$ cat src/rtl/rr_select8x8_if.sv
// rtl/rr_select8x8_if.sv - channel inputs, grant readies and registered output stream of rr_select8x8
interface rr_select8x8_if #(
  parameter int WIDTH = 8
);
  logic [WIDTH-1:0] I0, I1, I2, I3, I4, I5, I6, I7;
  logic [7:0]       V;
  logic [7:0]       L;
  logic [7:0]       R;
  logic [WIDTH-1:0] O;
  logic             O_valid;
  logic             O_last;
  logic             O_ready;
  logic [2:0]       S;

  modport master (
    output I0, I1, I2, I3, I4, I5, I6, I7, V, L, O_ready,
    input  R, O, O_valid, O_last, S
  );

  modport slave (
    input  I0, I1, I2, I3, I4, I5, I6, I7, V, L, O_ready,
    output R, O, O_valid, O_last, S
  );
endinterface

$ cat src/rtl/rr_select8x8.sv
// rtl/rr_select8x8.sv - 8-channel round-robin arbiter with packet lock and registered output stage
module rr_select8x8 #(
  parameter int WIDTH = 8
) (
  input  logic            CLK,
  input  logic            ASYNCRESET,
  rr_select8x8_if.slave   bus
);
  typedef enum logic {IDLE, LOCK} state_t;

  state_t           state_q, state_d;
  logic [2:0]       ptr_q, ptr_d;
  logic [2:0]       owner_q, owner_d;
  logic [WIDTH-1:0] o_q, o_d;
  logic             last_q, last_d;
  logic [2:0]       s_q, s_d;
  logic             valid_q, valid_d;

  logic [WIDTH-1:0] din [8];
  logic [7:0]       eligible;
  logic [2:0]       g, idx;
  logic             found, load_en, xfer;

  assign din[0] = bus.I0;
  assign din[1] = bus.I1;
  assign din[2] = bus.I2;
  assign din[3] = bus.I3;
  assign din[4] = bus.I4;
  assign din[5] = bus.I5;
  assign din[6] = bus.I6;
  assign din[7] = bus.I7;

  assign load_en = !valid_q || bus.O_ready;

  // Rotating priority search starting at ptr; a locked packet masks every other channel.
  always_comb begin
    eligible = (state_q == LOCK) ? (bus.V & (8'b1 << owner_q)) : bus.V;
    found    = 1'b0;
    g        = ptr_q;
    idx      = ptr_q;
    for (int k = 0; k < 8; k++) begin
      idx = ptr_q + 3'(k);
      if (!found && eligible[idx]) begin
        found = 1'b1;
        g     = idx;
      end
    end
  end

  assign xfer  = load_en && found && !ASYNCRESET;
  assign bus.R = xfer ? (8'b1 << g) : 8'b0;

  always_comb begin
    state_d = state_q;
    ptr_d   = ptr_q;
    owner_d = owner_q;
    o_d     = o_q;
    last_d  = last_q;
    s_d     = s_q;
    valid_d = valid_q;
    if (xfer) begin
      o_d     = din[g];
      last_d  = bus.L[g];
      s_d     = g;
      valid_d = 1'b1;
      // ptr only moves at packet end, so fairness is counted in packets, not beats.
      if (bus.L[g]) begin
        state_d = IDLE;
        ptr_d   = g + 3'd1;
      end else begin
        state_d = LOCK;
        owner_d = g;
      end
    end else if (load_en) begin
      valid_d = 1'b0;
    end
  end

  always_ff @(posedge CLK or posedge ASYNCRESET) begin
    if (ASYNCRESET) begin
      state_q <= IDLE;
      ptr_q   <= 3'd0;
      owner_q <= 3'd0;
      o_q     <= '0;
      last_q  <= 1'b0;
      s_q     <= 3'd0;
      valid_q <= 1'b0;
    end else begin
      state_q <= state_d;
      ptr_q   <= ptr_d;
      owner_q <= owner_d;
      o_q     <= o_d;
      last_q  <= last_d;
      s_q     <= s_d;
      valid_q <= valid_d;
    end
  end

  assign bus.O       = o_q;
  assign bus.O_last  = last_q;
  assign bus.S       = s_q;
  assign bus.O_valid = valid_q;
endmodule

$ cat src/flat_wrapper.sv
// flat-port wrapper written by rule: the top's interface ports become plain ports
module rr_select8x8_flat 
#(
  parameter int WIDTH = 8
)
  (CLK, ASYNCRESET, bus_I0, bus_I1, bus_I2, bus_I3, bus_I4, bus_I5, bus_I6, bus_I7, bus_V, bus_L, bus_O_ready, bus_R, bus_O, bus_O_valid, bus_O_last, bus_S);
  rr_select8x8_if #(.WIDTH(WIDTH)) bus_i ();
  input  logic CLK;
  input  logic ASYNCRESET;
  input wire logic [$bits(bus_i.I0)-1:0] bus_I0;
  input wire logic [$bits(bus_i.I1)-1:0] bus_I1;
  input wire logic [$bits(bus_i.I2)-1:0] bus_I2;
  input wire logic [$bits(bus_i.I3)-1:0] bus_I3;
  input wire logic [$bits(bus_i.I4)-1:0] bus_I4;
  input wire logic [$bits(bus_i.I5)-1:0] bus_I5;
  input wire logic [$bits(bus_i.I6)-1:0] bus_I6;
  input wire logic [$bits(bus_i.I7)-1:0] bus_I7;
  input wire logic [$bits(bus_i.V)-1:0] bus_V;
  input wire logic [$bits(bus_i.L)-1:0] bus_L;
  input wire logic [$bits(bus_i.O_ready)-1:0] bus_O_ready;
  output wire logic [$bits(bus_i.R)-1:0] bus_R;
  output wire logic [$bits(bus_i.O)-1:0] bus_O;
  output wire logic [$bits(bus_i.O_valid)-1:0] bus_O_valid;
  output wire logic [$bits(bus_i.O_last)-1:0] bus_O_last;
  output wire logic [$bits(bus_i.S)-1:0] bus_S;
  assign bus_i.I0 = bus_I0;
  assign bus_i.I1 = bus_I1;
  assign bus_i.I2 = bus_I2;
  assign bus_i.I3 = bus_I3;
  assign bus_i.I4 = bus_I4;
  assign bus_i.I5 = bus_I5;
  assign bus_i.I6 = bus_I6;
  assign bus_i.I7 = bus_I7;
  assign bus_i.V = bus_V;
  assign bus_i.L = bus_L;
  assign bus_i.O_ready = bus_O_ready;
  assign bus_R = bus_i.R;
  assign bus_O = bus_i.O;
  assign bus_O_valid = bus_i.O_valid;
  assign bus_O_last = bus_i.O_last;
  assign bus_S = bus_i.S;
  rr_select8x8 #(.WIDTH(WIDTH)) u_core (.CLK(CLK), .ASYNCRESET(ASYNCRESET), .bus(bus_i));
endmodule
$ cat config.mk
export PLATFORM = sky130hd
export DESIGN_NAME = rr_select8x8_flat
export DESIGN_NICKNAME = d
export VERILOG_FILES = /design/src/rtl/rr_select8x8_if.sv /design/src/rtl/rr_select8x8.sv /design/src/flat_wrapper.sv
export SDC_FILE = /design/constraint.sdc
export NUM_CORES = 1
export LEC_CHECK = 0
export CAP_MARGIN = 10
export CORE_ASPECT_RATIO = 0.8
export CORE_MARGIN = 5
export CORE_UTILIZATION = 42
export CTS_CLUSTER_DIAMETER = 150
export CTS_CLUSTER_SIZE = 28
export DETAILED_ROUTE_END_ITERATION = 10
export HOLD_SLACK_MARGIN = 0.1
export PLACE_DENSITY = 0.9
export RECOVER_POWER = 50
export SLEW_MARGIN = 20
export SYNTH_ARGS = -nofsm -noshare
export SYNTH_HDL_FRONTEND = slang
export SYNTH_SLANG_ARGS = --single-unit
export TNS_END_PERCENT = 30
$ cat constraint.sdc
create_clock -name CLK -period 5.4 [get_ports CLK]
set_input_delay 1.08 -clock CLK [delete_from_list [all_inputs] [get_ports CLK]]
set_output_delay 1.08 -clock CLK [all_outputs]
set_load 0.01 [all_outputs]
==> results of run 1 <==
-- critical path, stage by stage --
cell and delay [ps]:
clkdlybuf4s50_1 450, inv_1 70, a21oi_4 220, buf_4 160, o22a_1 140, nand4_1 250, a32o_1 420, a31oi_2 280
a31oi_4 140, a211oi_4 280, inv_2 100, ha_4 180, ha_1 170, and2_1 130, buf_2 130
-- flip-flops by register name (all words and copies together) (netlist names) --
register and flops:
u_core.bus.O 8, u_core.bus.S 3, u_core.owner_q 3, u_core.ptr_q 3
u_core.bus.O_last 1, u_core.bus.O_valid 1, u_core.state_q 1
-- cells by family after synthesis --
group | Yosys count | share of synthesized area
multiplexers | 42 | 0.201
AO/OA/AOI/OAI | 86 | 0.235
flip-flops | 20 | 0.171
adder cells (fa/ha/maj) | 8 | 0.0343
AND/OR/NAND/NOR | 164 | 0.273
buffers and inverters | 40 | 0.0596
XOR/XNOR | 6 | 0.0244
-- area by class of cell --
class,count,area (um^2)
Fill cell,554,2320
Clock buffer,3,41.3
Timing Repair Buffer,157,1400
Sequential cell,20,500
Tap cell,87,109
Inverter,16,65.1
Clock inverter,1,30.0
Multi-Input combinational cell,306,2360
-- layout by cell type, fill, tap and decap left out, types with 6 or more instances in the layout --
master,count
nor2_1,9
o22a_1,8
clkdlybuf4s50_1,83
nand3_1,58
o21ai_0,17
mux4_2,11
a21o_1,17
buf_4,53
dlygate4sd3_1,11
dfrtp_1,20
mux2i_1,19
inv_1,10
ha_1,6
nand2_1,59
-- what timing repair did --
action / in CTS / in global routing
pin swaps: 6 / 6
hold buffers: 0 / 0
endpoints found under the setup margin: 8 / 8
gates resized for setup: 35 / 17
setup buffers: 1 / 1
hold endpoints to repair: 0 / 0
-- layer usage --
layer / wire (um) / share of wire / vias up / track usage
met2: 5580 / 0.48 / 243 / 0.416
met4: 382 / 0.033 / 0 / 0.0741
li1: - / - / 1629 / -
met1: 4580 / 0.39 / 1722 / 0.341
met3: 1090 / 0.094 / 46 / 0.0573
met5: 0 / 0 / - / 0
-- worst min-delay path by stage --
stage                    start               to  slack, ps  cells past startpoint
6_report       u_core.bus.S[0]  u_core.bus.S[0]        500                      2
5_1_grt        u_core.bus.O[7]  u_core.bus.O[7]        530                      2
4_1_cts        u_core.bus.S[0]  u_core.bus.S[0]        510                      2
3_5_place_dp   u_core.bus.S[0]  u_core.bus.S[0]        490                      2
3_3_place_gp   u_core.bus.S[0]  u_core.bus.S[0]        460                      2
2_1_floorplan  u_core.bus.S[2]  u_core.bus.S[2]        520                      2
-- stage by stage --
stage / cell area [um^2] / setup WS, ps
4_1_cts: 4480 / 1.47
3_3_place_gp: 4350 / -393
5_1_grt: 4510 / -16.5
3_5_place_dp: 4350 / -465
2_1_floorplan: 2920 / 45.0
6_report: 4510 / 104
==> impl_results.md, run 1 <==
* Critical-path maximum fanout at 7
* Tightest Hold Check Type: reg2reg
* Hold Fails Final Rpt at 0
* Die W at 103 um
* Synth top cells by count: 59 x nand2_1, 58 x nand3_1, 20 x dfrtp_1, 20 x mux2i_1
* Synth warn at 0
* Core Rows at 27
* Antenna violations before repair at 0
* Post-synth top area cell: dfrtp_1
* Finished Core Util at 0.660
* Height of the die at 84.6 um
* Largest net degree at the start of global routing at 28
* Finished Layout Cells at 590
* Die area at 8730 um^2
* HPWL Detailed at 8590 um
* Clk_lat worst skew at 270 ps
* Max_cap viols at 0
* Worst-Margin Slew at 1190 ps
* Final hold slack at 500 ps
* Main synth FF type: dfrtp_1
* Worst clock skew at 11.1 ps
* Post-synth top area share at 0.171
* CTS tree: done
* Mapped Cells at 366
* Reg-to-reg slack, setup at 690 ps
* RR Endpoint: u_core.ptr_q[2]
* Post-route ant nets at 0
* Vias per Instance at 6.17
* Port bufs at 103
* Fin crit period at 5300 ps
* # IOs at 104
* Capture point of the worst path: bus_R[7]
* Detailed Route Iter0 Violations at 346
* Max H-tree Level at 1
* Gr ovfl total at 0
* Nets@finish at 595
* Cell Area, Synth at 2920 um^2
* WP data arrival at 4220 ps
* Worst Setup SP: bus_V[1]
* CTS sink count at 20
* Setup_tns at 0 ps
* Core Box Area at 6820 um^2
* Fin crit share at 0.981
* Wirelength, routed at 11600 um
* Number of remaining DRC errors at 0
* Final setup violating endpoints at 0
* Initial Util at 0.428
* N_diodes at 0
* CTS Buf Count at 3
* Drt first pass iters at 6
* EDFF count, synth at 0
* First-pass GRT wire length at 17900 um
* FF-to-FF path depth at 15
* Clk slew on worst S/H paths at 90 ps
* Mapped Avg Cell Area at 7.98 um^2
* Post-synthesis register bit count at 20
* GRT Total Usage at 0.257
* Max Clk Rate at 189 MHz
* Max clock buf depth at 2
* Via Count at 3640
* Root buf cell: clkbuf_8
* CP startpoint kind: input pin
* Crit path kind: in2out
* Crit path capture type: primary output
* Status: finished, final reports clean
* Vias in the first global route at 3532
* Share of layout cells above drive strength 1 at 0.231
* Count leader, synth: nand2_1
* Critical Path RT at 4320 ps
* Rel. slew slack at 0.207
* Register area share after synthesis at 0.171
* Synthesized Nets at 457
* Largest cells by area after synthesis: dfrtp_1 17%, nand3_1 9.9%, mux4_2 8.5%
* Avg WL per Cell at 19.7 um
* Final slew viol count at 0
* Final Wtd Congestion at 0.906
* Area Overhead vs Synth at 54.4%
* Dpl cells at 584
* Reg2reg start: u_core.owner_q[0]
* FFs w/ async S/R, synth at 1.00
* Netlist cell types at 69
Power of run 1 is left out: the tool's default activity adds up to more than one toggle a clock period on the data nets, which glitch-free logic cannot reach.
==> run 2, diff against run 1 <==
--- a/config.mk
+++ b/config.mk
@@ -10,7 +10,7 @@
 export CORE_MARGIN = 5
 export CORE_UTILIZATION = 42
 export CTS_CLUSTER_DIAMETER = 150
-export CTS_CLUSTER_SIZE = 28
+export CTS_CLUSTER_SIZE = 20
 export DETAILED_ROUTE_END_ITERATION = 10
 export HOLD_SLACK_MARGIN = 0.1
 export PLACE_DENSITY = 0.9
==> results of run 2 <==
The final DEF is identical to that of run 1; final timing and power are the same.
Power of run 2 is left out for the same reason.
==> run 3, diff against run 2 <==
--- a/config.mk
+++ b/config.mk
@@ -8,13 +8,14 @@
 export CAP_MARGIN = 10
 export CORE_ASPECT_RATIO = 0.8
 export CORE_MARGIN = 5
-export CORE_UTILIZATION = 42
+export CORE_UTILIZATION = 46
 export CTS_CLUSTER_DIAMETER = 150
 export CTS_CLUSTER_SIZE = 20
 export DETAILED_ROUTE_END_ITERATION = 10
 export HOLD_SLACK_MARGIN = 0.1
-export PLACE_DENSITY = 0.9
+export PLACE_DENSITY = 0.93
 export RECOVER_POWER = 50
+export SETUP_SLACK_MARGIN = 0.5
 export SLEW_MARGIN = 20
 export SYNTH_ARGS = -nofsm -noshare
 export SYNTH_HDL_FRONTEND = slang
==> constraint.sdc (replaced) <==
create_clock -name CLK -period 5.8 [get_ports CLK]
set_input_delay 1.16 -clock CLK [delete_from_list [all_inputs] [get_ports CLK]]
set_output_delay 1.16 -clock CLK [all_outputs]
set_load 0.01 [all_outputs]
==> run 3 against run 2 <==
  * Design area is 0.83% lower
  * Critical path depth is 1 lower
  * Sequential share of layout area is 0.093 points higher
==> impl_results.md, run 3 (same netlist as run 1, synthesis figures left out) <==
* Max reg flops at 8
* Number of remaining DRC errors at 0
* Detailed Route Iter0 Violations at 405
* Critical Path RT at 4640 ps
* N_diodes at 0
* Final setup margin at 512 ps
* FF-to-FF path depth at 16
* Pre-CTS WS at -238 ps
* Gr ovfl total at 0
* Fin area at 4470 um^2
* Reg2reg start: u_core.ptr_q[1]
* Dpl cells at 551
* CTS Hold Buffers Added at 0
* Die W at 99.1 um
* Final Wtd Congestion at 0.935
* CTS Buf Count at 3
* Setup_tns at 0 ps
* Critical-path maximum fanout at 5
* Max clock buf depth at 2
* Initial Util at 0.465
* Port bufs at 103
* Vias per Instance at 6.44
* Multi-input logic area at 2460 um^2
* Core Box Area at 6280 um^2
* HPWL Detailed at 8200 um
* Worst clock skew at 14.2 ps
* First-pass GRT wire length at 17700 um
* Max Clk Rate at 189 MHz
* Crit path capture type: primary output
* Height of the die at 81.3 um
* Root buf cell: clkbuf_8
* Post-route ant nets at 0
* Rel. slew slack at 0.212
* Core Rows at 26
* Hold Fails Final Rpt at 0
* Status: finished, final reports clean
* Die area at 8050 um^2
* Clk_lat worst skew at 270 ps
* Fin crit share at 0.912
* Nets@finish at 574
* Filler cells at 410
* CP startpoint kind: input pin
* # IOs at 104
* Final setup violating endpoints at 0
* Worst Hold Launch: u_core.bus.S[0]
* Share of layout cells above drive strength 1 at 0.232
* Finished Layout Cells at 566
* Tightest Hold Check Type: reg2reg
* Register area at 500 um^2
* GRT Total Usage at 0.275
* Fin crit period at 5290 ps
* Hold Crit Depth at 2
* Most common cell after layout, fill and taps aside: clkdlybuf4s50_1
* Avg WL per Cell at 20.8 um
* RSZ-0062 raised after global routing: true
* CTS tree: done
* Drt first pass iters at 5
* CTS sink count at 20
* Clk slew on worst S/H paths at 90 ps
* Max H-tree Level at 1
* Placed cell area at 4120 um^2
* Area Overhead vs Synth at 53.1%
* Via Count at 3644
* Vias in the first global route at 3475
* Max_cap viols at 0
* Wirelength, routed at 11800 um
* Final slew viol count at 0
* Worst Setup SP: bus_V[2]
* Antenna violations before repair at 0
* Crit path kind: in2out
* WP data arrival at 4130 ps
* Largest net degree at the start of global routing at 53
* Worst-Margin Slew at 1180 ps
* Most frequent cells in the layout: 76 x clkdlybuf4s50_1, 58 x nand3_1, 58 x nand2_1
==> run 3: changes by cell type in the layout (fill, tap and decap cells not counted), moves of 4 or more <==
cell             before  now
o21ai_2               0    4
buf_4                53   28
dlymetal6s2s_1        1    5
clkdlybuf4s50_1      83   76
==> run 3: repair_timing <==
item / CTS / global route
gates resized for setup: 64 / 28
setup buffers: 3 / 8
endpoints found under the setup margin: 11 / 12
pin swaps: 11 / 12
==> run 3: critical path, stage by stage <==
cell and delay (ps):
clkbuf_2 100, nor4bb_4 150, or2_4 290, mux4_2 510
or2_1 240, o22a_1 250, mux2i_2 250, a31oi_4 130
a211oi_4 310, inv_2 120, buf_4 150, ha_2 170
and3_1 150, buf_2 140
==> run 3: metrics by stage <==
stage | util | hold slack [ps]
after floorplan | - | 515
after global placement | 0.656 | 462
after detailed placement | 0.656 | 471
after CTS | 0.693 | 490
after global routing | 0.712 | 501
final | 0.712 | 481
==> run 3: final timing paths <==
check / end / slack (ps)
worst max register to register: u_core.owner_q[1] / 830
worst min register to register: u_core.bus.S[0] / 480
max in group asynchronous: u_core.owner_q[0] / 3380
worst min-delay path: u_core.bus.S[0] / 480
worst max-delay path: bus_R[6] / 510
min in group asynchronous: u_core.bus.O[2] / 1700
==> run 3: area by class of cell <==
cell class | count | area share
Multi-Input combinational cell | 306 | 0.550
Timing Repair Buffer | 136 | 0.284
Sequential cell | 20 | 0.112
Tap cell | 84 | 0.0235
Inverter | 16 | 0.0146
Clock buffer | 3 | 0.00924
Clock inverter | 1 | 0.00672
==> run 3: metal layers <==
metal  global-route usage  share of wire
met1                0.336           0.37
met2                0.464           0.48
met3               0.0738           0.11
met4                0.106          0.043
met5                    0              0
Power of run 3 is left out for the same reason.
